--- src/rtl/reward_scan.sv ---
// Neighbor-table reward scan: walks the first N entries, picks the highest-reward
// eligible next hop, derives the new Q-value and presents the reward-packet fields.
module reward_scan #(
    parameter int                    WORD_WIDTH = 16,
    parameter int                    NT_DEPTH   = 32,
    parameter int                    IDX_W      = $clog2(NT_DEPTH),
    parameter int                    E_SHIFT    = 4,
    parameter int                    H_SHIFT    = 2,
    parameter int                    HOP_COST   = 1,
    parameter logic [WORD_WIDTH-1:0] E_MIN      = 16'h0100,
    parameter logic [2:0]            PKT_REWARD = 3'd4
) (
    input  logic                  clk,
    input  logic                  rst,
    input  logic                  en,
    input  logic [IDX_W:0]        neighborCount,
    input  logic [WORD_WIDTH-1:0] myNodeID,
    input  logic [WORD_WIDTH-1:0] hopsFromSink,
    input  logic [WORD_WIDTH-1:0] myEnergy,
    output logic [IDX_W-1:0]      nTableIndex_reward,
    output logic                  nTableRead,
    input  logic [WORD_WIDTH-1:0] mNodeID,
    input  logic [WORD_WIDTH-1:0] mNodeHops,
    input  logic [WORD_WIDTH-1:0] mNodeQValue,
    input  logic [WORD_WIDTH-1:0] mNodeEnergy,
    output logic                  busy,
    output logic                  reward_done,
    output logic                  noCandidate,
    output logic [WORD_WIDTH-1:0] chosenHop,
    output logic [WORD_WIDTH-1:0] rQValue,
    output logic [WORD_WIDTH-1:0] rSourceID,
    output logic [WORD_WIDTH-1:0] rEnergyLeft,
    output logic [WORD_WIDTH-1:0] rSourceHops,
    output logic [WORD_WIDTH-1:0] rDestinationID,
    output logic [2:0]            rPacketType
);

    localparam int AW = WORD_WIDTH + 2;
    localparam int PW = WORD_WIDTH + H_SHIFT + 2;
    localparam logic [AW-1:0]         SUM_MAX = {2'b00, {WORD_WIDTH{1'b1}}};
    localparam logic [PW-1:0]         PEN_MAX = {{(H_SHIFT + 2){1'b0}}, {WORD_WIDTH{1'b1}}};
    localparam logic [IDX_W:0]        CNT_MAX = (IDX_W + 1)'(NT_DEPTH);
    localparam logic [IDX_W:0]        CNT_ONE = (IDX_W + 1)'(1);
    localparam logic [IDX_W-1:0]      IDX_ONE = IDX_W'(1);
    localparam logic [WORD_WIDTH-1:0] COST    = WORD_WIDTH'(HOP_COST);

    typedef enum logic [1:0] {
        IDLE  = 2'd0,
        SCAN  = 2'd1,
        DRAIN = 2'd2,
        PACK  = 2'd3
    } state_t;

    state_t                state;
    logic [IDX_W:0]        n_cnt;
    logic                  rd_vld;
    logic [WORD_WIDTH-1:0] id_cap;
    logic [WORD_WIDTH-1:0] hops_cap;
    logic [WORD_WIDTH-1:0] energy_cap;
    logic                  have_best;
    logic [WORD_WIDTH-1:0] best_r;
    logic [WORD_WIDTH-1:0] best_id;

    logic [AW-1:0]         sum_raw;
    logic [PW-1:0]         pen_raw;
    logic [WORD_WIDTH-1:0] sum_sat;
    logic [WORD_WIDTH-1:0] pen_sat;
    logic [WORD_WIDTH-1:0] r_cur;
    logic [WORD_WIDTH-1:0] q_new;
    logic                  elig;
    logic                  take;
    logic                  last_idx;
    logic [IDX_W:0]        cnt_clamp;

    // Reward of the entry currently on the read-data bus, saturated at both ends.
    always_comb begin
        sum_raw   = {2'b00, mNodeQValue} + ({2'b00, mNodeEnergy} >> E_SHIFT);
        sum_sat   = (sum_raw > SUM_MAX) ? '1 : sum_raw[WORD_WIDTH-1:0];
        pen_raw   = {{(H_SHIFT + 2){1'b0}}, mNodeHops} << H_SHIFT;
        pen_sat   = (pen_raw > PEN_MAX) ? '1 : pen_raw[WORD_WIDTH-1:0];
        r_cur     = (sum_sat > pen_sat) ? (sum_sat - pen_sat) : '0;
        elig      = (mNodeHops != '1) && (mNodeHops < hops_cap) && (mNodeEnergy >= E_MIN);
        take      = rd_vld && elig && (!have_best || (r_cur > best_r));
        q_new     = (best_r >= COST) ? (best_r - COST) : '0;
        last_idx  = ({1'b0, nTableIndex_reward} == (n_cnt - CNT_ONE));
        cnt_clamp = (neighborCount > CNT_MAX) ? CNT_MAX : neighborCount;
    end

    always_ff @(posedge clk or posedge rst) begin
        if (rst) begin
            state              <= IDLE;
            n_cnt              <= '0;
            rd_vld             <= 1'b0;
            id_cap             <= '0;
            hops_cap           <= '0;
            energy_cap         <= '0;
            have_best          <= 1'b0;
            best_r             <= '0;
            best_id            <= '0;
            nTableIndex_reward <= '0;
            nTableRead         <= 1'b0;
            busy               <= 1'b0;
            reward_done        <= 1'b0;
            noCandidate        <= 1'b0;
            chosenHop          <= '0;
            rQValue            <= '0;
            rSourceID          <= '0;
            rEnergyLeft        <= '0;
            rSourceHops        <= '0;
            rDestinationID     <= '0;
            rPacketType        <= '0;
        end else begin
            reward_done <= 1'b0;
            // Read data lags the address by one cycle; rd_vld tracks that.
            rd_vld      <= nTableRead;

            if (take) begin
                have_best <= 1'b1;
                best_r    <= r_cur;
                best_id   <= mNodeID;
            end

            case (state)
                IDLE: begin
                    // The reward_done cycle is still IDLE but must not accept.
                    if (en && !reward_done) begin
                        id_cap             <= myNodeID;
                        hops_cap           <= hopsFromSink;
                        energy_cap         <= myEnergy;
                        n_cnt              <= cnt_clamp;
                        have_best          <= 1'b0;
                        best_r             <= '0;
                        best_id            <= '0;
                        busy               <= 1'b1;
                        nTableIndex_reward <= '0;
                        if (cnt_clamp == '0) begin
                            state <= DRAIN;
                        end else begin
                            state      <= SCAN;
                            nTableRead <= 1'b1;
                        end
                    end
                end
                SCAN: begin
                    if (last_idx) begin
                        nTableRead         <= 1'b0;
                        nTableIndex_reward <= '0;
                        state              <= DRAIN;
                    end else begin
                        nTableIndex_reward <= nTableIndex_reward + IDX_ONE;
                    end
                end
                DRAIN: begin
                    state <= PACK;
                end
                PACK: begin
                    noCandidate    <= !have_best;
                    chosenHop      <= have_best ? best_id : '0;
                    rDestinationID <= have_best ? best_id : '0;
                    rQValue        <= have_best ? q_new : '0;
                    rSourceID      <= id_cap;
                    rEnergyLeft    <= energy_cap;
                    rSourceHops    <= hops_cap;
                    rPacketType    <= PKT_REWARD;
                    reward_done    <= 1'b1;
                    busy           <= 1'b0;
                    state          <= IDLE;
                end
                default: begin
                    state <= IDLE;
                end
            endcase
        end
    end

endmodule

--- config.mk ---
export PLATFORM = sky130hd
export DESIGN_NAME = reward_scan
export DESIGN_NICKNAME = d
export VERILOG_FILES = /design/src/rtl/reward_scan.sv
export SDC_FILE = /design/constraint.sdc
export NUM_CORES = 1
export LEC_CHECK = 0
export CAP_MARGIN = 20
export CORE_ASPECT_RATIO = 1.4
export CORE_UTILIZATION = 55
export CTS_CLUSTER_DIAMETER = 60
export DETAILED_ROUTE_END_ITERATION = 10
export PLACE_DENSITY = 0.92
export SLEW_MARGIN = 10
export SYNTH_ARGS = -nofsm -noshare
export SYNTH_HDL_FRONTEND = slang
export SYNTH_SLANG_ARGS = --single-unit
--- constraint.sdc ---
create_clock -name clk -period 14.8 [get_ports clk]
set_input_delay 2.96 -clock clk [delete_from_list [all_inputs] [get_ports clk]]
set_output_delay 2.96 -clock clk [all_outputs]
set_load 0.01 [all_outputs]
# == After elaboration in Yosys (flattened, before gate mapping) ==
# Cells that the tools add are included.
# op_classes
add_sub_neg,5
n_lt_le_gt_ge,8
n_eq_ne,8
muxes,30
reduce_logical,17
# op_table
cell,n
16-bit two-way mux,12
16-bit greater-than comparator,2
"18-bit by 16-bit greater-than comparator with 1-bit output, second input constant",1
16-bit by 12-bit adder with 17-bit output,1
"17-bit by 16-bit greater-than comparator with 1-bit output, second input constant",1
"16-bit by 1-bit >= comparator with 1-bit output, second input constant",1
"16-bit by 9-bit >= comparator with 1-bit output, second input constant",1
16-bit < comparator,1
"16-bit != test, second input constant",1
"16-bit by 1-bit subtractor with 16-bit output, second input constant",1
16-bit subtractor,1
5-bit two-way mux,2
5-bit one-hot mux with 2 select lines,1
1-bit two-way mux,8
2-bit one-hot mux with 4 select lines,1
2-bit AND reduction,4
5-bit by 6-bit == test with 1-bit output,1
"6-bit greater-than comparator, second input constant",1
6-bit logical NOT,1
2-bit two-way mux,3
6-bit two-way mux,1
"2-bit != test, second input constant",3
"6-bit by 1-bit subtractor with 6-bit output, second input constant",1
"5-bit by 1-bit adder with 5-bit output, second input constant",1
other kinds (9),17
# word_totals
ff_bits,180
inputBits,121
wordCells,88

# == Depth between registers and ports, before layout ==
# Gate-level depths: netlist (run 1).
# depth
depth_word,11
ltp_mapped,29
depth_no_buf,28

# == Worst setup path before layout (run 1) ==
# OpenSTA, ideal clock, no wires.
# synth_timing
kind,input to register
startpoint,in mNodeQValue[0]
endpoint,reg best_id[10]
setup_ns,0.132
arrival_ns,8.184
slack_ns,6.484
stages,27
path_buffers,2
path_cell_list,ha_1 inv_1 fa_1 nor2b_4 o31a_1 o32a_1 a41oi_2 a21o_1 or2_1 nor2b_1 ha_1 inv_1 fa_1 a21o_1 a221oi_4 a21oi_2 a211oi_4 buf_6 nor2b_1 ha_1 and3_1 nand4_1 or4_1 o211ai_4 buf_6 mux2i_1 nor2_1
# synth_via
elab_chain_cells,11
word_cells_on_any_way,12
# synth_lines
element,line,source
start: declaration,24,"input logic [WORD_WIDTH-1:0] mNodeQValue,"
16-bit by 12-bit adder with 17-bit output (*),77,"sum_raw = {2'b00, mNodeQValue} + ({2'b00, mNodeEnergy} >> E_SHIFT);"
17-bit by 16-bit greater-than comparator with 1-bit output,78,sum_sat = (sum_raw > SUM_MAX) ? '1 : sum_raw[WORD_WIDTH-1:0];
16-bit two-way mux (*),78,
16-bit subtractor or 16-bit greater-than comparator (tied branches),81,r_cur = (sum_sat > pen_sat) ? (sum_sat - pen_sat) : '0;
16-bit two-way mux (*),81,
16-bit greater-than comparator (*),83,take = rd_vld && elig && (!have_best || (r_cur > best_r));
1-bit logical OR (*),83,
1-bit logical AND (*),83,
16-bit two-way mux (*),117,if (take) begin
16-bit two-way mux,126,if (en && !reward_done) begin
16-bit two-way mux (*),123,case (state)
end signal: assignment,120,best_id <= mNodeID;
end: declaration,62,logic [WORD_WIDTH-1:0] best_id;
# Every way passes the cells marked *; elsewhere a longest branch is shown, timed or not.
# A chain may end at the register's enable or synchronous reset.

# == Worst setup path after layout (run 1) ==
# layout_timing
startpoint,in mNodeQValue[0]
endpoint,reg best_id[11]
# Same word-level chain as after synthesis.

==> impl_results.html, run 1 <==
<table>
<tr><th>Metric</th><th>Value</th></tr>
<tr><th colspan="2">Run status</th></tr>
<tr><td>Outcome</td><td>finished clean</td></tr>
<tr><th colspan="2">Setup path</th></tr>
<tr><td>Critical register-to-register path startpoint</td><td>best_r[11]</td></tr>
<tr><td>Most prevalent standard cell on the critical path</td><td>sky130_fd_sc_hd__ha_1</td></tr>
<tr><td>Dominant delay contributor by cell family on the critical path</td><td>compound AO/OA/AOI/OAI gates</td></tr>
<tr><td>Nature of the critical path endpoint</td><td>flop</td></tr>
<tr><td>Data required time of the critical path</td><td>15.12 ns</td></tr>
<tr><td>Peak fanout along the critical path</td><td>35</td></tr>
<tr><td>Delay of the slowest cell on the worst path</td><td>0.62 ns</td></tr>
<tr><td>Crit path arrival time</td><td>9.96 ns</td></tr>
<tr><td>Worst Reg-to-Reg Cells</td><td>9</td></tr>
<tr><td>Library cell contributing the largest single delay on the critical path</td><td>sky130_fd_sc_hd__a211oi_4</td></tr>
<tr><td>Number of buffers and inverters on the critical path</td><td>4</td></tr>
<tr><td>Reg-to-reg critical path endpoint</td><td>best_id[11]</td></tr>
<tr><td>Class of the most critical setup path</td><td>in2reg</td></tr>
<tr><td>Worst reg-to-reg setup slack</td><td>11.94 ns</td></tr>
<tr><td>Critical Path Source Type</td><td>input pin</td></tr>
<tr><th colspan="2">Global route</th></tr>
<tr><td>Grt ovf</td><td>0</td></tr>
<tr><td>Pin count of the biggest net entering global routing</td><td>94</td></tr>
<tr><td>Via count of the first global-routing pass</td><td>8,518</td></tr>
<tr><td>Total routing usage reported by global routing</td><td>27.3%</td></tr>
<tr><td>Global-route wire length before repair</td><td>40,700 um</td></tr>
<tr><td>Initial antenna violation count</td><td>1</td></tr>
<tr><th colspan="2">Pwr</th></tr>
<tr><td>Peak supply drop</td><td>0.111 mV</td></tr>
<tr><td>Switching Share</td><td>39.6%</td></tr>
<tr><td>Part of the power in combinational logic</td><td>52.1%</td></tr>
<tr><td>Clk network pwr share</td><td>16.7%</td></tr>
<tr><td>Leakage power</td><td>0.00609 uW</td></tr>
<tr><td>Internal power</td><td>1660 uW</td></tr>
<tr><td>Flop pwr share</td><td>31.2%</td></tr>
<tr><td>Switch Pwr</td><td>1090 uW</td></tr>
<tr><td>Power per cell area</td><td>209 nW/um2</td></tr>
<tr><th colspan="2">Hold path</th></tr>
<tr><td>Worst hold path endpoint</td><td>rd_vld</td></tr>
<tr><td>Startpoint of the lowest-slack hold path</td><td>nTableRead</td></tr>
<tr><td>Hold Crit Class</td><td>reg2reg</td></tr>
<tr><td>Cell depth of the worst min-delay path</td><td>0</td></tr>
<tr><th colspan="2">Synthesis</th></tr>
<tr><td>Synth cell types</td><td>78</td></tr>
<tr><td>Synthesized flop and latch total</td><td>180</td></tr>
<tr><td>Number of synthesized flops with an enable pin</td><td>0</td></tr>
<tr><td>Instance count of the mapped netlist</td><td>1,044</td></tr>
<tr><td>Most used flip-flop cell after synthesis</td><td>sky130_fd_sc_hd__dfrtp_1</td></tr>
<tr><td>Yosys warning total</td><td>0</td></tr>
<tr><td>Async set-reset flop share out of synthesis</td><td>100%</td></tr>
<tr><td>Share of the yosys chip area belonging to registers</td><td>44.3%</td></tr>
<tr><td>Avg Synthesized Cell Area</td><td>9.73 um2</td></tr>
<tr><td>Mapped Area</td><td>10,200 um2</td></tr>
<tr><th colspan="2">STA</th></tr>
<tr><td>Max Clk Rate</td><td>104 MHz</td></tr>
<tr><td>Worst clock skew on the final layout</td><td>0.0137 ns</td></tr>
<tr><td>Transition time of the tightest slew-check pin</td><td>0.882 ns</td></tr>
<tr><td>RSZ-0062 raised after global routing</td><td>no</td></tr>
<tr><td>Min cycle time layout</td><td>9.64 ns</td></tr>
<tr><td>Final setup violation count</td><td>0</td></tr>
<tr><td>Final number of max-transition violations</td><td>0</td></tr>
<tr><td>Relative max-transition margin</td><td>41.2%</td></tr>
<tr><td>Smallest setup slack after layout</td><td>5.16 ns</td></tr>
<tr><td>Summed negative setup slack over all endpoints</td><td>0 ns</td></tr>
<tr><td>Final period util</td><td>65.1%</td></tr>
<tr><td>Hold violation count in the final report</td><td>0</td></tr>
<tr><td>Post-Route Hold Slack</td><td>0.448 ns</td></tr>
<tr><th colspan="2">Finish</th></tr>
<tr><td>Post-route cell area</td><td>13,100 um2</td></tr>
<tr><td>Share of layout cells above drive strength 1</td><td>9.45%</td></tr>
<tr><td>Syn-to-layout area delta</td><td>29.0%</td></tr>
<tr><td>Final #Nets</td><td>1,427</td></tr>
<tr><th colspan="2">Detailed routing</th></tr>
<tr><td>Wirelength per Cell</td><td>16.7 um</td></tr>
<tr><td>Total number of vias</td><td>8,364</td></tr>
<tr><td>Remaining antenna violation count</td><td>0</td></tr>
<tr><td>Post-detailed-routing wire length</td><td>24,900 um</td></tr>
<tr><td>Via count normalized by instance count</td><td>5.61</td></tr>
<tr><td>Total iterations of the first detailed-routing run</td><td>5</td></tr>
<tr><td>Initial detailed-routing violation count</td><td>470</td></tr>
<tr><td>Drt drc</td><td>0</td></tr>
<tr><th colspan="2">Floorplan</th></tr>
<tr><td>Io pins</td><td>229</td></tr>
<tr><td>Cell Rows</td><td>58</td></tr>
<tr><td>Initial cell density of the core</td><td>56.5%</td></tr>
<tr><td>Width of the chip</td><td>117 um</td></tr>
<tr><td>Y dimension of the die</td><td>163 um</td></tr>
<tr><td>Die outline area</td><td>19,000 um2</td></tr>
<tr><td>Core Area</td><td>18,000 um2</td></tr>
<tr><th colspan="2">Clock network</th></tr>
<tr><td>Resized Gates After CTS</td><td>0</td></tr>
<tr><td>Deepest level of the CTS H-tree</td><td>4</td></tr>
<tr><td>CTS tree</td><td>done</td></tr>
<tr><td>Number of buffers inserted to repair setup after CTS</td><td>0</td></tr>
<tr><td>Clock transition time at the flip-flop clock pins of the worst setup and hold paths</td><td>0.07 ns</td></tr>
<tr><td>Buffers from clock root to sink, at most</td><td>2</td></tr>
<tr><td>Hold buffer count at cts</td><td>0</td></tr>
<tr><td>Library cell used as clock root buffer</td><td>sky130_fd_sc_hd__clkbuf_16</td></tr>
<tr><td>Clock buffers created by TritonCTS</td><td>17</td></tr>
<tr><td>Clk Latency, worst-skew pair</td><td>0.44 ns</td></tr>
<tr><td>Total clock sinks</td><td>180</td></tr>
<tr><th colspan="2">Placed design</th></tr>
<tr><td>Final HPWL from detailed placement</td><td>18,100 um</td></tr>
<tr><td>Quantity of I/O buffers inserted on ports</td><td>222</td></tr>
<tr><td>Standard cell area after detailed placement</td><td>12,400 um2</td></tr>
<tr><td>Worst setup slack before clock tree synthesis</td><td>4.77 ns</td></tr>
<tr><td>GPL Wtd Cong</td><td>0.966</td></tr>
<tr><th colspan="2">Job</th></tr>
<tr><td>Maximum Capacitance Violations</td><td>0</td></tr>
</table>
==> routing by layer <==
metal / global-route usage, % / vias to the layer above / part of all wire, %
met3: 3.57 / 82 / 4.1
met5: 0 / - / 0
li1: - / 3975 / -
met1: 31.0 / 4035 / 38
met2: 49.0 / 272 / 53
met4: 14.6 / 0 / 4.8
==> how the worst max path moves through the flow <==
stage                    from  cells past startpoint  slack, ns     endpoint
6_report       mNodeQValue[0]                     27       5.16  best_id[11]
5_1_grt        mNodeQValue[0]                     27       4.73  best_id[11]
4_1_cts        mNodeQValue[0]                     27       5.19   best_r[14]
3_5_place_dp   mNodeQValue[0]                     27       4.77   best_r[15]
3_3_place_gp   mNodeQValue[0]                     27       4.82  best_id[14]
2_1_floorplan  mNodeQValue[0]                     27       6.48  best_id[10]
==> stage by stage <==
step	std cells	utilization (%)	total power, uW
after CTS	1487	72.5	2750
final	1490	72.9	2750
after floorplan	1045	-	1810
after global routing	1490	72.9	2930
after detailed placement	1455	69.1	2270
after global placement	1454	69.0	2200
==> registers in the layout, indices dropped and copies added, names as in the netlist, 2 cells and up <==
signal	count
best_id	16
rQValue	16
rDestinationID	16
best_r	16
rEnergyLeft	16
id_cap	16
hops_cap	16
energy_cap	16
rSourceHops	16
state	2
rSourceID	16
n_cnt	6
nTableIndex_reward	5
==> power groups by stage <==
| stage | Combinational (uW) | Clock, uW | Sequential (uW) |
|---|---|---|---|
| after floorplan | 939 | 0 | 874 |
| after global placement | 1350 | 0 | 843 |
| after detailed placement | 1410 | 0 | 861 |
| after CTS | 1430 | 466 | 855 |
| after global routing | 1570 | 484 | 883 |
| final | 1430 | 458 | 856 |
==> area by class of cell <==
| class | instances | area (um2) |
|---|---|---|
| multi-input combinational | 729 | 5060 |
| fill | 1307 | 4890 |
| antenna | 1 | 2.50 |
| sequential | 180 | 4500 |
| clock buffer | 18 | 439 |
| clock inverter | 14 | 180 |
| tap | 240 | 300 |
| inverter | 80 | 305 |
| timing repair buffer | 228 | 2320 |
==> layout by cell type, fill, tap and decap left out, types with 4 or more instances in the layout <==
master / instances
sky130_fd_sc_hd__o22ai_1: 15
sky130_fd_sc_hd__clkdlybuf4s50_1: 222
sky130_fd_sc_hd__a211oi_1: 8
sky130_fd_sc_hd__nand3b_1: 9
sky130_fd_sc_hd__xnor2_1: 22
sky130_fd_sc_hd__nand2_1: 170
sky130_fd_sc_hd__dfrtp_1: 180
sky130_fd_sc_hd__o21a_1: 9
sky130_fd_sc_hd__mux2i_1: 30
sky130_fd_sc_hd__clkinv_8: 5
sky130_fd_sc_hd__o31ai_1: 6
sky130_fd_sc_hd__xor2_1: 13
sky130_fd_sc_hd__o31a_1: 4
sky130_fd_sc_hd__nor3_1: 19
sky130_fd_sc_hd__inv_1: 79
sky130_fd_sc_hd__o21ai_0: 56
sky130_fd_sc_hd__nor2b_1: 11
sky130_fd_sc_hd__nor4_1: 5
sky130_fd_sc_hd__a21oi_1: 21
sky130_fd_sc_hd__or2_2: 5
sky130_fd_sc_hd__nand2b_1: 6
sky130_fd_sc_hd__inv_8: 5
sky130_fd_sc_hd__nand3_1: 12
sky130_fd_sc_hd__or4_1: 4
sky130_fd_sc_hd__mux2_2: 49
sky130_fd_sc_hd__and3_1: 6
sky130_fd_sc_hd__ha_1: 67
sky130_fd_sc_hd__clkbuf_16: 17
sky130_fd_sc_hd__a211o_1: 6
sky130_fd_sc_hd__a21o_1: 12
sky130_fd_sc_hd__nor2_1: 77
sky130_fd_sc_hd__nand4_1: 19
==> logic make-up after synthesis <==
family,count (synthesis),share of synthesized area [%]
AO/OA/AOI/OAI,176,12.1
XOR/XNOR,35,3.02
adder cells (fa/ha/maj),70,8.77
buffers and inverters,136,6.12
flip-flops,180,44.3
multiplexers,79,8.38
other,1,0.0369
AND/OR/NAND/NOR,367,17.2
==> cell usage after synthesis, types with 6 or more instances <==
master | number | area, um2
sky130_fd_sc_hd__xnor2_1 | 22 | 193
sky130_fd_sc_hd__mux2i_1 | 30 | 300
sky130_fd_sc_hd__nor2b_1 | 11 | 68.8
sky130_fd_sc_hd__a21oi_1 | 21 | 105
sky130_fd_sc_hd__ha_1 | 68 | 851
sky130_fd_sc_hd__o22ai_1 | 15 | 93.8
sky130_fd_sc_hd__nor2_1 | 78 | 293
sky130_fd_sc_hd__nand4_1 | 19 | 119
sky130_fd_sc_hd__o21a_1 | 9 | 67.6
sky130_fd_sc_hd__nand2_1 | 170 | 638
sky130_fd_sc_hd__buf_4 | 19 | 143
sky130_fd_sc_hd__nand3_1 | 12 | 60.1
sky130_fd_sc_hd__clkbuf_1 | 30 | 113
sky130_fd_sc_hd__and3_1 | 6 | 37.5
sky130_fd_sc_hd__a211oi_1 | 8 | 60.1
sky130_fd_sc_hd__dfrtp_1 | 180 | 4500
sky130_fd_sc_hd__a21o_1 | 12 | 90.1
sky130_fd_sc_hd__o21ai_0 | 56 | 280
sky130_fd_sc_hd__nand3b_1 | 9 | 67.6
sky130_fd_sc_hd__mux2_2 | 49 | 552
sky130_fd_sc_hd__nand2b_1 | 6 | 37.5
sky130_fd_sc_hd__inv_1 | 80 | 300
sky130_fd_sc_hd__a211o_1 | 6 | 52.6
sky130_fd_sc_hd__o31ai_1 | 6 | 45.0
sky130_fd_sc_hd__xor2_1 | 13 | 114
sky130_fd_sc_hd__nor3_1 | 19 | 95.1
Note: power is estimated with default switching activity, not from simulation.
==> inputs of run 2 (changes only) <==
- CORE_UTILIZATION: 55 -> 46
- PLACE_DENSITY: 0.92 -> 0.83
- clock period: 14.8 -> 8.2 ns (I/O delays scaled with it)
==> impl_results.html, run 2 (synthesized netlist as in run 1, its figures left out) <==
<table>
<tr><th>Metric</th><th>Value</th></tr>
<tr><th colspan="2">STA</th></tr>
<tr><td>Summed negative setup slack over all endpoints</td><td>0 ns</td></tr>
<tr><td>RSZ-0062 raised after global routing</td><td>no</td></tr>
<tr><td>Hold violation count in the final report</td><td>0</td></tr>
<tr><td>Relative max-transition margin</td><td>30.4%</td></tr>
<tr><td>Max Clk Rate</td><td>129 MHz</td></tr>
<tr><td>Final period util</td><td>94.3%</td></tr>
<tr><td>Final number of max-transition violations</td><td>0</td></tr>
<tr><td>Worst clock skew on the final layout</td><td>0.0158 ns</td></tr>
<tr><td>Min cycle time layout</td><td>7.73 ns</td></tr>
<tr><td>Transition time of the tightest slew-check pin</td><td>1.04 ns</td></tr>
<tr><td>Final setup violation count</td><td>0</td></tr>
<tr><td>Post-Route Hold Slack</td><td>0.465 ns</td></tr>
<tr><th colspan="2">Placed design</th></tr>
<tr><td>GPL Wtd Cong</td><td>0.915</td></tr>
<tr><td>Final HPWL from detailed placement</td><td>17,900 um</td></tr>
<tr><td>Post-Place Cells</td><td>1,518</td></tr>
<tr><td>Quantity of I/O buffers inserted on ports</td><td>222</td></tr>
<tr><th colspan="2">Setup path</th></tr>
<tr><td>Nature of the critical path endpoint</td><td>flop</td></tr>
<tr><td>Most prevalent standard cell on the critical path</td><td>sky130_fd_sc_hd__ha_1</td></tr>
<tr><td>Class of the most critical setup path</td><td>in2reg</td></tr>
<tr><td>Data required time of the critical path</td><td>8.48 ns</td></tr>
<tr><td>Crit path arrival time</td><td>8.01 ns</td></tr>
<tr><td>Delay of the slowest cell on the worst path</td><td>0.55 ns</td></tr>
<tr><td>Peak fanout along the critical path</td><td>20</td></tr>
<tr><td>Critical Path Source Type</td><td>input pin</td></tr>
<tr><td>Library cell contributing the largest single delay on the critical path</td><td>sky130_fd_sc_hd__or4_1</td></tr>
<tr><th colspan="2">Floorplan</th></tr>
<tr><td>Core Area</td><td>21,800 um2</td></tr>
<tr><td>Io pins</td><td>229</td></tr>
<tr><td>Die outline area</td><td>22,700 um2</td></tr>
<tr><td>Cell Rows</td><td>64</td></tr>
<tr><td>Width of the chip</td><td>128 um</td></tr>
<tr><td>Initial cell density of the core</td><td>46.7%</td></tr>
<tr><td>Y dimension of the die</td><td>178 um</td></tr>
<tr><th colspan="2">Pwr</th></tr>
<tr><td>Peak supply drop</td><td>0.203 mV</td></tr>
<tr><td>Part of the power in combinational logic</td><td>51.4%</td></tr>
<tr><td>Switching Share</td><td>37.4%</td></tr>
<tr><td>Internal power</td><td>3140 uW</td></tr>
<tr><td>Power per cell area</td><td>379 nW/um2</td></tr>
<tr><td>Leakage power</td><td>0.00613 uW</td></tr>
<tr><td>Clk network pwr share</td><td>18.0%</td></tr>
<tr><td>Flop pwr share</td><td>30.6%</td></tr>
<tr><td>Switch Pwr</td><td>1880 uW</td></tr>
<tr><th colspan="2">Global route</th></tr>
<tr><td>Pin count of the biggest net entering global routing</td><td>107</td></tr>
<tr><td>Via count of the first global-routing pass</td><td>8,029</td></tr>
<tr><td>Global-route wire length before repair</td><td>39,200 um</td></tr>
<tr><td>Grt ovf</td><td>0</td></tr>
<tr><td>Total routing usage reported by global routing</td><td>21.7%</td></tr>
<tr><td>Initial antenna violation count</td><td>0</td></tr>
<tr><th colspan="2">Detailed routing</th></tr>
<tr><td>Sum of routed wire segments on met1</td><td>10,000 um</td></tr>
<tr><td>Remaining antenna violation count</td><td>0</td></tr>
<tr><td>Met3 routed wirelength</td><td>881 um</td></tr>
<tr><td>Via count normalized by instance count</td><td>5.28</td></tr>
<tr><td>Post-detailed-routing wire length</td><td>24,400 um</td></tr>
<tr><td>Total iterations of the first detailed-routing run</td><td>5</td></tr>
<tr><td>Drt drc</td><td>0</td></tr>
<tr><td>Uppermost layer routed</td><td>met4</td></tr>
<tr><td>Routed wire length on met2</td><td>12,900 um</td></tr>
<tr><td>Wirelength per Cell</td><td>15.8 um</td></tr>
<tr><td>Initial detailed-routing violation count</td><td>416</td></tr>
<tr><td>Total number of vias</td><td>8,183</td></tr>
<tr><th colspan="2">Clock network</th></tr>
<tr><td>Clk Latency, worst-skew pair</td><td>0.43 ns</td></tr>
<tr><td>CTS tree</td><td>done</td></tr>
<tr><td>Hold buffer count at cts</td><td>0</td></tr>
<tr><td>Number of buffers inserted to repair setup after CTS</td><td>0</td></tr>
<tr><td>Clock buffers created by TritonCTS</td><td>17</td></tr>
<tr><td>Resized Gates After CTS</td><td>0</td></tr>
<tr><td>Total clock sinks</td><td>180</td></tr>
<tr><td>Deepest level of the CTS H-tree</td><td>4</td></tr>
<tr><td>Library cell used as clock root buffer</td><td>sky130_fd_sc_hd__clkbuf_16</td></tr>
<tr><td>Buffers from clock root to sink, at most</td><td>2</td></tr>
<tr><td>Clock transition time at the flip-flop clock pins of the worst setup and hold paths</td><td>0.06 ns</td></tr>
<tr><th colspan="2">Finish</th></tr>
<tr><td>Inserted Diodes</td><td>0</td></tr>
<tr><td>Commonest cells after routing, fill and taps aside</td><td>sky130_fd_sc_hd__clkdlybuf4s50_1, sky130_fd_sc_hd__dfrtp_1, sky130_fd_sc_hd__nand2_1, sky130_fd_sc_hd__inv_1, sky130_fd_sc_hd__nor2_1</td></tr>
<tr><td>Share of layout cells above drive strength 1</td><td>9.73%</td></tr>
<tr><td>Area of all sequential standard cells</td><td>4500 um2</td></tr>
<tr><td>Total area of multi-input combinational cells</td><td>5060 um2</td></tr>
<tr><td>Leading cell type in the layout, fill and taps excluded</td><td>sky130_fd_sc_hd__clkdlybuf4s50_1</td></tr>
<tr><td>Final #Nets</td><td>1,432</td></tr>
<tr><td>Syn-to-layout area delta</td><td>30.2%</td></tr>
<tr><td>Number of non-filler instances in the completed layout</td><td>1,551</td></tr>
<tr><td>Fill count</td><td>1,885</td></tr>
<tr><th colspan="2">Hold path</th></tr>
<tr><td>Hold Crit Class</td><td>reg2reg</td></tr>
<tr><th colspan="2">Run status</th></tr>
<tr><td>Outcome</td><td>finished clean</td></tr>
<tr><th colspan="2">Job</th></tr>
<tr><td>Maximum Capacitance Violations</td><td>0</td></tr>
</table>
## run 2: cell count changes in the layout (fill, tap and decap cells not counted), moves of 2 or more
| cell | change |
|---|---|
| sky130_fd_sc_hd__buf_4 | +5 |
| sky130_fd_sc_hd__clkinv_4 | -2 |
| sky130_fd_sc_hd__bufinv_16 | +5 |
| sky130_fd_sc_hd__buf_12 | +2 |
| sky130_fd_sc_hd__inv_6 | +2 |
| sky130_fd_sc_hd__inv_8 | -3 |
| sky130_fd_sc_hd__buf_16 | -2 |
| sky130_fd_sc_hd__clkinv_2 | +3 |
| sky130_fd_sc_hd__clkinv_8 | -5 |
## run 2: layout make-up
cell class | count | share of cell area (%)
flip-flops and latches | 180 | 34.0
well taps | 297 | 2.81
repair buffers | 233 | 17.7
clock inverters | 14 | 1.67
clock buffers | 18 | 3.24
multi-input cells | 729 | 38.2
inverters | 80 | 2.31
## run 2: critical path: cells and delay by family
family / cells / cell delay (ns)
buffers and inverters: 4 / 0.74
adders and majority gates: 5 / 1.32
AOI/OAI and AO/OA: 9 / 2.22
and+or+nand+nor: 9 / 1.67
xor gates and xnor gates: 1 / 0.18
muxes: 1 / 0.22
## run 2: worst paths after layout
check                                       end  cells past startpoint  slack, ns           start
worst max-delay path                best_id[13]                     29       0.47  mNodeQValue[0]
worst min-delay path             rPacketType[2]                      1       0.47  rPacketType[2]
worst max register to register      rQValue[11]                      5       5.18        state[1]
worst min register to register   rPacketType[2]                      1       0.47  rPacketType[2]
max in group asynchronous          rSourceID[4]                      3       4.86             rst
min in group asynchronous       rEnergyLeft[12]                      2       1.78             rst
## run 2: power groups by stage
stage	Combinational [uW]	Sequential [uW]	Clock, uW
floorplan	1690	1580	0
global placement	2500	1520	0
detailed placement	2580	1550	0
CTS	2600	1540	917
global route	2830	1590	949
finish	2580	1530	900
## run 2: per-stage QoR
step	instance area, um2	utilization [%]	worst slack (ns)	power [uW]
floorplan	10200	-	1.20	3270
global placement	12600	57.7	0.125	4030
detailed placement	12600	57.7	0.0200	4130
CTS	13200	60.7	0.472	5050
global route	13200	60.8	0.0422	5370
finish	13200	60.8	0.468	5010
## run 2: per-layer routing
metal  global-route usage (%)  up-vias
li1                         -     3974
met1                     25.7     3940
met2                     39.6      233
met3                     2.95       36
met4                     8.63        0
met5                        0        -
==> inputs of run 3 (changes only) <==
- CTS_CLUSTER_DIAMETER: 60 -> 200
- SETUP_SLACK_MARGIN: not set -> 0.2
==> impl_results.html, run 3 (synthesized netlist as in run 1, its figures left out) <==
<table>
<tr><th>Metric</th><th>Value</th></tr>
<tr><th colspan="2">Setup path</th></tr>
<tr><td>Data required time of the critical path</td><td>8.48 ns</td></tr>
<tr><td>Critical Path Source Type</td><td>input pin</td></tr>
<tr><td>Nature of the critical path endpoint</td><td>flop</td></tr>
<tr><td>Peak fanout along the critical path</td><td>20</td></tr>
<tr><td>Class of the most critical setup path</td><td>in2reg</td></tr>
<tr><td>Crit path arrival time</td><td>7.85 ns</td></tr>
<tr><th colspan="2">Placed design</th></tr>
<tr><td>GPL Wtd Cong</td><td>0.915</td></tr>
<tr><td>Final HPWL from detailed placement</td><td>17,900 um</td></tr>
<tr><td>Quantity of I/O buffers inserted on ports</td><td>222</td></tr>
<tr><th colspan="2">Clock network</th></tr>
<tr><td>Total clock sinks</td><td>180</td></tr>
<tr><td>CTS tree</td><td>done</td></tr>
<tr><td>Deepest level of the CTS H-tree</td><td>4</td></tr>
<tr><td>Library cell used as clock root buffer</td><td>sky130_fd_sc_hd__clkbuf_16</td></tr>
<tr><td>Clock buffers created by TritonCTS</td><td>17</td></tr>
<tr><td>Clk Latency, worst-skew pair</td><td>0.43 ns</td></tr>
<tr><td>Clock transition time at the flip-flop clock pins of the worst setup and hold paths</td><td>0.06 ns</td></tr>
<tr><td>Buffers from clock root to sink, at most</td><td>2</td></tr>
<tr><td>Hold buffer count at cts</td><td>0</td></tr>
<tr><th colspan="2">Finish</th></tr>
<tr><td>Share of layout cells above drive strength 1</td><td>10.0%</td></tr>
<tr><td>Commonest cells after routing, fill and taps aside</td><td>sky130_fd_sc_hd__clkdlybuf4s50_1, sky130_fd_sc_hd__dfrtp_1, sky130_fd_sc_hd__nand2_1, sky130_fd_sc_hd__inv_1, sky130_fd_sc_hd__nor2_1</td></tr>
<tr><td>Leading cell type in the layout, fill and taps excluded</td><td>sky130_fd_sc_hd__clkdlybuf4s50_1</td></tr>
<tr><td>Fill count</td><td>1,885</td></tr>
<tr><td>Final #Nets</td><td>1,434</td></tr>
<tr><td>Syn-to-layout area delta</td><td>30.5%</td></tr>
<tr><td>Inserted Diodes</td><td>0</td></tr>
<tr><th colspan="2">STA</th></tr>
<tr><td>Transition time of the tightest slew-check pin</td><td>1.04 ns</td></tr>
<tr><td>Final setup violation count</td><td>0</td></tr>
<tr><td>RSZ-0062 raised after global routing</td><td>no</td></tr>
<tr><td>Max Clk Rate</td><td>132 MHz</td></tr>
<tr><td>Final number of max-transition violations</td><td>0</td></tr>
<tr><td>Min cycle time layout</td><td>7.56 ns</td></tr>
<tr><td>Hold violation count in the final report</td><td>0</td></tr>
<tr><td>Summed negative setup slack over all endpoints</td><td>0 ns</td></tr>
<tr><td>Relative max-transition margin</td><td>30.6%</td></tr>
<tr><td>Worst clock skew on the final layout</td><td>0.0127 ns</td></tr>
<tr><td>Final period util</td><td>92.2%</td></tr>
<tr><th colspan="2">Pwr</th></tr>
<tr><td>Overall Power</td><td>5020 uW</td></tr>
<tr><td>Power per cell area</td><td>378 nW/um2</td></tr>
<tr><td>Leakage power</td><td>0.00614 uW</td></tr>
<tr><td>Peak supply drop</td><td>0.204 mV</td></tr>
<tr><th colspan="2">Detailed routing</th></tr>
<tr><td>Wirelength per Cell</td><td>15.8 um</td></tr>
<tr><td>Initial detailed-routing violation count</td><td>433</td></tr>
<tr><td>Total iterations of the first detailed-routing run</td><td>4</td></tr>
<tr><td>Drt drc</td><td>0</td></tr>
<tr><td>Total number of vias</td><td>8,187</td></tr>
<tr><td>Via count normalized by instance count</td><td>5.27</td></tr>
<tr><td>Post-detailed-routing wire length</td><td>24,500 um</td></tr>
<tr><td>Remaining antenna violation count</td><td>0</td></tr>
<tr><th colspan="2">Floorplan</th></tr>
<tr><td>Cell Rows</td><td>64</td></tr>
<tr><td>Die outline area</td><td>22,700 um2</td></tr>
<tr><td>Io pins</td><td>229</td></tr>
<tr><td>Y dimension of the die</td><td>178 um</td></tr>
<tr><td>Initial cell density of the core</td><td>46.7%</td></tr>
<tr><td>Width of the chip</td><td>128 um</td></tr>
<tr><td>Core Area</td><td>21,800 um2</td></tr>
<tr><th colspan="2">Run status</th></tr>
<tr><td>Outcome</td><td>finished clean</td></tr>
<tr><th colspan="2">Global route</th></tr>
<tr><td>Pin count of the biggest net entering global routing</td><td>107</td></tr>
<tr><td>Initial antenna violation count</td><td>0</td></tr>
<tr><td>Grt ovf</td><td>0</td></tr>
<tr><td>Total routing usage reported by global routing</td><td>21.7%</td></tr>
<tr><td>Global-route wire length before repair</td><td>39,200 um</td></tr>
<tr><td>Via count of the first global-routing pass</td><td>8,029</td></tr>
<tr><th colspan="2">Hold path</th></tr>
<tr><td>Hold Crit Class</td><td>reg2reg</td></tr>
<tr><th colspan="2">Job</th></tr>
<tr><td>Maximum Capacitance Violations</td><td>0</td></tr>
</table>
==> run 3: cell types whose count changed in the layout (fill, tap and decap cells not counted) <==
cell                       before  now
sky130_fd_sc_hd__a311oi_1       2    1
sky130_fd_sc_hd__a311oi_2       0    1
sky130_fd_sc_hd__buf_4          8   10
sky130_fd_sc_hd__or2_1          2    1
sky130_fd_sc_hd__or2_4          0    1
==> run 3: stage by stage <==
step	util, %	hold slack (ns)	setup slack [ns]	instances	cell area (um2)
CTS	60.7	0.468	0.472	1550	13200
detailed placement	57.7	0.449	0.0200	1518	12600
finish	60.9	0.463	0.639	1553	13300
global placement	57.7	0.450	0.125	1518	12600
floorplan	-	0.440	1.20	1045	10200
global route	60.9	0.478	0.251	1553	13300
==> run 3: where the power goes <==
part / internal (uW) / leakage, uW / switching, uW
clock network: 547 / 0.000319 / 354
registers: 1280 / 0.00229 / 254
logic: 1310 / 0.00353 / 1270
==> run 3: timing repair <==
action                     CTS  global route
gates resized for setup      0             2
setup endpoints to repair    0            31
buffers inserted             0             2
==> run 3: worst paths after layout <==
kind / startpoint / endpoint / slack, ns / cells past startpoint
max: mNodeQValue[0] / best_id[13] / 0.64 / 27
min: rPacketType[2] / rPacketType[2] / 0.46 / 1
max reg2reg: state[1] / rQValue[11] / 5.19 / 5
min reg2reg: rPacketType[2] / rPacketType[2] / 0.46 / 1
max in group asynchronous: rst / rSourceID[3] / 4.86 / 3
min in group asynchronous: rst / rEnergyLeft[12] / 1.78 / 2
==> run 3: layer usage <==
layer | up-vias | share of wire [%] | global-route usage [%]
met5 | - | 0 | 0
met4 | 0 | 3.0 | 8.63
met3 | 47 | 3.3 | 2.95
met2 | 207 | 53 | 39.6
met1 | 3950 | 41 | 25.7
li1 | 3983 | - | -
==> run 3: worst max-delay path: stages <==
cell	delay, ns
sky130_fd_sc_hd__clkdlybuf4s50_1	0.46
sky130_fd_sc_hd__ha_1	0.17
sky130_fd_sc_hd__inv_1	0.06
sky130_fd_sc_hd__fa_1	0.41
sky130_fd_sc_hd__nor2b_4	0.15
sky130_fd_sc_hd__o31a_1	0.18
sky130_fd_sc_hd__o32a_1	0.27
sky130_fd_sc_hd__a41oi_2	0.17
sky130_fd_sc_hd__a21o_1	0.20
sky130_fd_sc_hd__or2_4	0.28
sky130_fd_sc_hd__buf_4	0.15
sky130_fd_sc_hd__nand2_1	0.07
sky130_fd_sc_hd__ha_1	0.33
sky130_fd_sc_hd__a21oi_1	0.35
sky130_fd_sc_hd__o21ai_0	0.29
sky130_fd_sc_hd__o21bai_1	0.24
sky130_fd_sc_hd__a211o_1	0.32
sky130_fd_sc_hd__xnor2_1	0.25
sky130_fd_sc_hd__nor2_1	0.08
sky130_fd_sc_hd__ha_1	0.30
sky130_fd_sc_hd__and3_1	0.15
sky130_fd_sc_hd__nand4_1	0.13
sky130_fd_sc_hd__or4_1	0.55
sky130_fd_sc_hd__o211ai_4	0.14
sky130_fd_sc_hd__buf_12	0.22
sky130_fd_sc_hd__mux2i_1	0.22
sky130_fd_sc_hd__nor2_1	0.06
==> run 3: layout make-up <==
class / instances / area (um2) / area share, %
Timing Repair Buffer: 235 / 2360 / 17.8
Clock inverter: 14 / 221 / 1.67
Sequential cell: 180 / 4500 / 34.0
Multi-Input combinational cell: 729 / 5070 / 38.2
Tap cell: 297 / 372 / 2.80
Clock buffer: 18 / 429 / 3.24
Inverter: 80 / 305 / 2.30
